$ cat src/rtl/fc_pkg.sv
// Shared types for the fully-connected output path: the word type, the
// post-MAC FSM states and the 33-to-32-bit saturating add helper.
package fc_pkg;

   typedef logic signed [31:0] word_t;

   typedef enum logic [1:0] {
      COLLECT = 2'd0,
      EMIT    = 2'd1,
      WAIT    = 2'd2
   } fc_state_e;

   localparam word_t SAT_MAX = 32'sh7FFF_FFFF;
   localparam word_t SAT_MIN = 32'sh8000_0000;

   // Overflow shows up as the two top bits of the 33-bit sum disagreeing.
   function automatic word_t sat_add32(input logic signed [32:0] sum);
      if (sum[32] != sum[31]) begin
         return sum[32] ? SAT_MIN : SAT_MAX;
      end
      return word_t'(sum[31:0]);
   endfunction

endpackage

$ cat src/rtl/fc_bias_regfile.sv
// Per-neuron bias table: one synchronous write port, one combinational read
// port. A same-cycle write and read of one index returns the old value.
module fc_bias_regfile
   import fc_pkg::*;
#(
   parameter int unsigned DEPTH = 10,
   parameter int unsigned IDX_W = 4
) (
   input  logic             clk,
   input  logic             rst,
   input  logic             wr_en_i,
   input  logic [IDX_W-1:0] wr_idx_i,
   input  word_t            wr_data_i,
   input  logic [IDX_W-1:0] rd_idx_i,
   output word_t            rd_data_o
);

   localparam logic [IDX_W:0] DEPTH_L = (IDX_W + 1)'(DEPTH);

   word_t mem_q [DEPTH];

   // NOTE: the table is a plain register array, so clearing it on reset is
   // cheap and keeps the first vector after reset free of stale biases.
   always_ff @(posedge clk) begin
      if (rst) begin
         for (int i = 0; i < int'(DEPTH); i++) begin
            mem_q[i] <= '0;
         end
      end else if (wr_en_i && ({1'b0, wr_idx_i} < DEPTH_L)) begin
         mem_q[wr_idx_i] <= wr_data_i;
      end
   end

   assign rd_data_o = ({1'b0, rd_idx_i} < DEPTH_L) ? mem_q[rd_idx_i] : '0;

endmodule

$ cat src/rtl/fc_bias_act.sv
// Post-MAC stage: adds a per-neuron bias to each accumulation, saturates,
// optionally applies ReLU and packs a batch_size x bias_size result vector.
module fc_bias_act
   import fc_pkg::*;
#(
   parameter int unsigned batch_size = 1,
   parameter int unsigned bias_size  = 10,
   parameter bit          RELU_EN    = 1'b1,
   localparam int unsigned IDX_W = (bias_size  > 1) ? $clog2(bias_size)  : 1,
   localparam int unsigned B_W   = (batch_size > 1) ? $clog2(batch_size) : 1
) (
   input  logic                                    clk,
   input  logic                                    rst,
   input  logic                                    MacFba_acc_valid,
   input  word_t                                   MacFba_acc,
   input  logic                                    MacFba_acc_last,
   output logic                                    FbaMac_acc_ready,
   input  logic                                    NcFba_biasEn,
   input  logic [IDX_W-1:0]                        NcFba_biasIdx,
   input  word_t                                   NcFba_bias,
   output logic                                    FcNwc_result_en,
   output logic [batch_size-1:0][bias_size-1:0][31:0] FcNwc_result,
   input  logic                                    NwcNc_done,
   output logic                                    FbaNc_err
);

   localparam logic [IDX_W-1:0] N_LAST = IDX_W'(bias_size - 1);
   localparam logic [B_W-1:0]   B_LAST = B_W'(batch_size - 1);

   fc_state_e        state_q, state_d;
   logic [IDX_W-1:0] n_q, n_d;
   logic [B_W-1:0]   b_q, b_d;

   // One-deep pipeline between the adder and the result register.
   logic             stg_wr_q;
   logic             stg_fin_q;
   logic [IDX_W-1:0] stg_n_q;
   logic [B_W-1:0]   stg_b_q;
   word_t            stg_val_q;

   logic [batch_size-1:0][bias_size-1:0][31:0] result_q;
   logic             err_q;

   word_t              bias_rd;
   logic               xfer;
   logic               at_final;
   logic               frame_bad;
   logic               wr_ok;
   logic signed [32:0] sum_ext;
   word_t              sat_val;
   word_t              act_val;

   fc_bias_regfile #(
      .DEPTH (bias_size),
      .IDX_W (IDX_W)
   ) u_bias (
      .clk       (clk),
      .rst       (rst),
      .wr_en_i   (NcFba_biasEn),
      .wr_idx_i  (NcFba_biasIdx),
      .wr_data_i (NcFba_bias),
      .rd_idx_i  (n_q),
      .rd_data_o (bias_rd)
   );

   // Ready also drops while the final element sits in the pipeline, so it
   // stays a pure function of registered state.
   assign FbaMac_acc_ready = (state_q == COLLECT) && !stg_fin_q;
   assign FcNwc_result_en  = (state_q == EMIT);
   assign FcNwc_result     = result_q;
   assign FbaNc_err        = err_q;

   assign xfer      = MacFba_acc_valid && FbaMac_acc_ready;
   assign at_final  = (n_q == N_LAST) && (b_q == B_LAST);
   assign frame_bad = (MacFba_acc_last != at_final);
   assign wr_ok     = !(MacFba_acc_last && !at_final);

   assign sum_ext = {MacFba_acc[31], MacFba_acc} + {bias_rd[31], bias_rd};
   assign sat_val = sat_add32(sum_ext);
   assign act_val = (RELU_EN && sat_val[31]) ? '0 : sat_val;

   // NOTE: every combinational output gets a default before the case so no
   // path through the block leaves it unassigned and infers a latch.
   always_comb begin
      state_d = state_q;
      n_d     = n_q;
      b_d     = b_q;

      if (xfer) begin
         if (frame_bad || at_final) begin
            n_d = '0;
            b_d = '0;
         end else if (n_q == N_LAST) begin
            n_d = '0;
            b_d = b_q + 1'b1;
         end else begin
            n_d = n_q + 1'b1;
         end
      end

      case (state_q)
         COLLECT: if (stg_fin_q)  state_d = EMIT;
         EMIT:                    state_d = WAIT;
         WAIT:    if (NwcNc_done) state_d = COLLECT;
         default:                 state_d = COLLECT;
      endcase
   end

   // NOTE: all state updates use non-blocking assignments so every register
   // samples the pre-edge values regardless of statement order.
   always_ff @(posedge clk) begin
      if (rst) begin
         state_q   <= COLLECT;
         n_q       <= '0;
         b_q       <= '0;
         stg_wr_q  <= 1'b0;
         stg_fin_q <= 1'b0;
         stg_n_q   <= '0;
         stg_b_q   <= '0;
         stg_val_q <= '0;
         result_q  <= '0;
         err_q     <= 1'b0;
      end else begin
         state_q   <= state_d;
         n_q       <= n_d;
         b_q       <= b_d;
         stg_wr_q  <= xfer && wr_ok;
         stg_fin_q <= xfer && at_final && MacFba_acc_last;
         stg_n_q   <= n_q;
         stg_b_q   <= b_q;
         stg_val_q <= act_val;
         if (stg_wr_q) begin
            result_q[stg_b_q][stg_n_q] <= stg_val_q;
         end
         if (xfer && frame_bad) begin
            err_q <= 1'b1;
         end
      end
   end

endmodule

$ cat config.mk
export PLATFORM = sky130hd
export DESIGN_NAME = fc_bias_act
export DESIGN_NICKNAME = d
export VERILOG_FILES = /design/src/rtl/fc_pkg.sv /design/src/rtl/fc_bias_regfile.sv /design/src/rtl/fc_bias_act.sv
export SDC_FILE = /design/constraint.sdc
export NUM_CORES = 1
export LEC_CHECK = 0
export BUFFER_PORTS_ARGS = -buffer_cell sky130_fd_sc_hd__buf_4
export CAP_MARGIN = 20
export CORE_ASPECT_RATIO = 0.8
export CORE_MARGIN = 2
export CORE_UTILIZATION = 33
export DETAILED_ROUTE_END_ITERATION = 16
export GPL_TIMING_DRIVEN = 0
export PLACE_DENSITY = 0.49
export REMOVE_ABC_BUFFERS = 1
export SYNTH_ARGS = -nofsm -noshare
export SYNTH_HDL_FRONTEND = slang
export SYNTH_SLANG_ARGS = --single-unit
$ cat constraint.sdc
create_clock -name clk -period 4.2 [get_ports clk]
set_input_delay 0.63 -clock clk [delete_from_list [all_inputs] [get_ports clk]]
set_output_delay 0.63 -clock clk [all_outputs]
set_load 0.005 [all_outputs]
==> flow_metrics.tcl <==
set metrics [dict create \
    cts_buffer_depth 3 \
    clk_latency_ns 0.68 \
    finalSetupViolations 31 \
    num_vias 23960 \
    drv_slew 0 \
    hold_buffers 0 \
    finalCriticalPeriod_ns 4.380 \
    tightest_slew_ns 0.9428 \
    fin_skew_ns 0.03192 \
    fill_cells 10110 \
    port_buffers 386 \
    min_period_over_period_pct 104.3 \
    cts-root-buf "clkbuf_16" \
    crit_type "reg -> reg" \
    wl_per_cell_um 21.53 \
    tritoncts "yes" \
    syn_avg_cell_area_um2 11.95 \
    final_cell_mix "679 x nand2_1, 512 x edfxtp_1, 424 x buf_4" \
    cpMaxStageDelayCell "mux4_2" \
    relSlewSlack_pct 37.15 \
    hold_class "in -> reg" \
    fin_util_pct 42.47 \
    cts_inserted_buffers 94 \
    p_leak_nw 16.13 \
    synth_cell_type_count 71 \
    worstPathRequired_ns 4.76 \
    synth_edf_count 512 \
    critPathLaunchType "register" \
    initial_core_util_pct 33.15 \
    wl_mm 107.9 \
    power.density_mw_per_mm2 433.4 \
    maxCapViolCount 0 \
    outcome "complete, but fails checks" \
    antenna_found_initial 6 \
    viasPerCell 4.779 \
    crit_path_end_kind "register" \
    cpPeakStageDelay_ns 0.59 \
    seq_area_frac_synth_pct 64.24 \
    grt_usage_pct 19.27 \
    multi_input_area_mm2 0.01267 \
    grt_pass1_wl_mm 155.5 \
    dp_slack_ns -1.393 \
    grt_max_degree 130 \
    hp-start "MacFba_acc_last" \
    worst_slack_ns -0.1796 \
    clkSinkCount 872 \
    chipHeight_um 295.9 \
    grt_pass1_vias 22710 \
    synth-seq-cells 872 \
    failed_checks "negative setup slack" \
    synthCells 2942 \
    gp_congestion 0.7896 \
    ioPinCount 397 \
    synthesis.area_mm2 0.03515 \
    dr.first_iter.drc_count 2017 \
    worst_ep_arrival_time_ns 4.94 \
    seqCellArea_mm2 0.02259 \
    layout-drive-gt1-share_pct 26.37 \
    hold_viol 0 \
    final_common_cell "nand2_1" \
    htree_num_levels 3 \
    ant_nets 0 \
    drtPass1Iterations 5 \
    die_w_um 368.9 \
    drc 0 \
    areaGrowthSynthToFinish_pct 28.11 \
    rsz0062_at_grt "true" \
    path_clk_slew_ns 0.06 \
    core.rowCount 107 \
    holdWs_ns 0.2247 \
    cp_cell_sequence "buf_12 -> buf_12 -> buf_16 -> mux4_2 -> mux4_2 -> nor2b_1 -> ha_2 -> a21oi_4 -> nand2_2 -> a2bb2oi_4 -> a21oi_4 -> o211ai_4 -> a221oi_4 -> o31ai_4 -> o31ai_4 -> buf_8 -> clkbuf_16 -> a21oi_2" \
    core_area_mm2 0.1060 \
    nets 3630 \
    path_max_fanout 6 \
    peakVddDrop_mv 0.3353 \
    hpwlAfterDp_mm 68.81 \
    synth_ff_type "edfxtp_1" \
    yosys_warnings 0 \
    grt_overflow 0 \
    die_area_mm2 0.1092 \
    postSynth.asyncResetShare_pct 0 \
    timing.fmax_mhz 228.3 \
]
[Yosys cell counts, types with 2 or more instances]
master	n	area, µm²
o21ai_0	19	95.09
and3_1	4	25.02
buf_6	6	67.56
nor2b_1	46	287.8
or3_1	2	12.51
inv_1	45	168.9
nor2_1	320	1201
a31oi_1	4	25.02
buf_2	12	60.06
buf_1	18	67.56
o21a_1	3	22.52
a21o_2	2	17.52
nor3_1	10	50.05
a211oi_1	3	22.52
nand2b_1	16	100.1
nand2_1	694	2605
edfxtp_1	512	15370
a21o_1	15	112.6
dfxtp_1	360	7207
xor2_1	16	140.1
ha_1	34	425.4
nand4_1	5	31.28
clkbuf_1	179	671.9
and3_2	2	15.01
o2111ai_1	2	17.52
a21oi_1	345	1727
nand3_1	7	35.03
o211ai_2	2	25.02
o31ai_4	2	42.54
nor4_1	2	12.51
buf_4	11	82.58
xnor2_1	11	96.34
and2_1	4	25.02
mux4_2	159	3581
a21oi_2	33	289.0
nor3b_1	2	15.01
[flip-flops by register name, summed over array words and instances, names as in the netlist, named ones only]
name	cells
stg_val_q	31
b_q	1
stg_wr_q	1
FbaNc_err	1
stg_n_q	4
n_q	4
FcNwc_result	310
stg_b_q	1
stg_fin_q	1
u_bias.mem_q	512
state_q	2
[metrics by stage]
step	cell area, µm²	TNS [ns]	total power [W]	cells
global route	45030	-7.744	0.02020	5013
CTS	44670	-6.333	0.01960	4998
finish	45030	-4.698	0.01952	5014
detailed placement	40790	-60.32	0.01140	4772
global placement	39620	-2890.35	0.01138	4719
floorplan	34940	-163.49	0.01071	2916
[cells by family after synthesis]
| kind of cell | count (synthesis) | synth area share [%] |
|---|---|---|
| AO/OA/AOI/OAI | 453 | 7.578 |
| other | 1 | 0.01067 |
| XOR/XNOR | 28 | 0.7510 |
| AND/OR/NAND/NOR | 1121 | 12.72 |
| flip-flops | 872 | 64.24 |
| multiplexers | 160 | 10.22 |
| adder cells (fa/ha/maj) | 35 | 1.267 |
| buffers and inverters | 272 | 3.214 |
[power by group]
| group | switching, W | internal [W] |
|---|---|---|
| clock network | 0.00349 | 0.00450 |
| logic | 0.000957 | 0.000820 |
| registers | 0.000327 | 0.00943 |
[routing by layer]
| metal | track usage, % | routed length [µm] | vias up |
|---|---|---|---|
| met5 | 0 | 60 | - |
| met4 | 4.480 | 2061 | 8 |
| li1 | - | - | 11260 |
| met2 | 29.37 | 48470 | 742 |
| met1 | 27.67 | 49760 | 11810 |
| met3 | 4.675 | 7579 | 146 |
[area by class of cell]
| type | count | share of cell area [%] |
|---|---|---|
| Inverter | 45 | 0.3751 |
| Antenna cell | 2 | 0.01111 |
| Clock inverter | 38 | 0.6557 |
| Tap cell | 1417 | 3.937 |
| Timing Repair Buffer | 509 | 10.88 |
| Multi-Input combinational cell | 1999 | 28.14 |
| Sequential cell | 872 | 50.17 |
| Clock buffer | 132 | 5.829 |
[critical path: cells and delay by family, from the launching register on]
family,cells,cell delay (ns)
compound gates,8,1.47
mux,2,1.09
buf+inv,5,0.77
flops,1,0.38
simple gates,2,0.28
fa+ha+maj,1,0.22
[repair_timing]
| item | 4_1_cts | 5_1_grt |
|---|---|---|
| buffers inserted | 48 | 9 |
| cloned | 9 | 6 |
| pin swaps | 16 | 25 |
| endpoints found under the setup margin | 31 | 31 |
| gates resized for setup | 64 | 35 |
[path summary, 6_finish.rpt]
path / endpoint / slack, ns / cells past startpoint
max: stg_val_q[19] / -0.18 / 18
min: stg_fin_q / 0.22 / 3
max reg2reg: stg_val_q[19] / -0.18 / 18
min reg2reg: FcNwc_result[241] / 0.45 / 2
No activity file was read; power rests on OpenSTA's default activity.
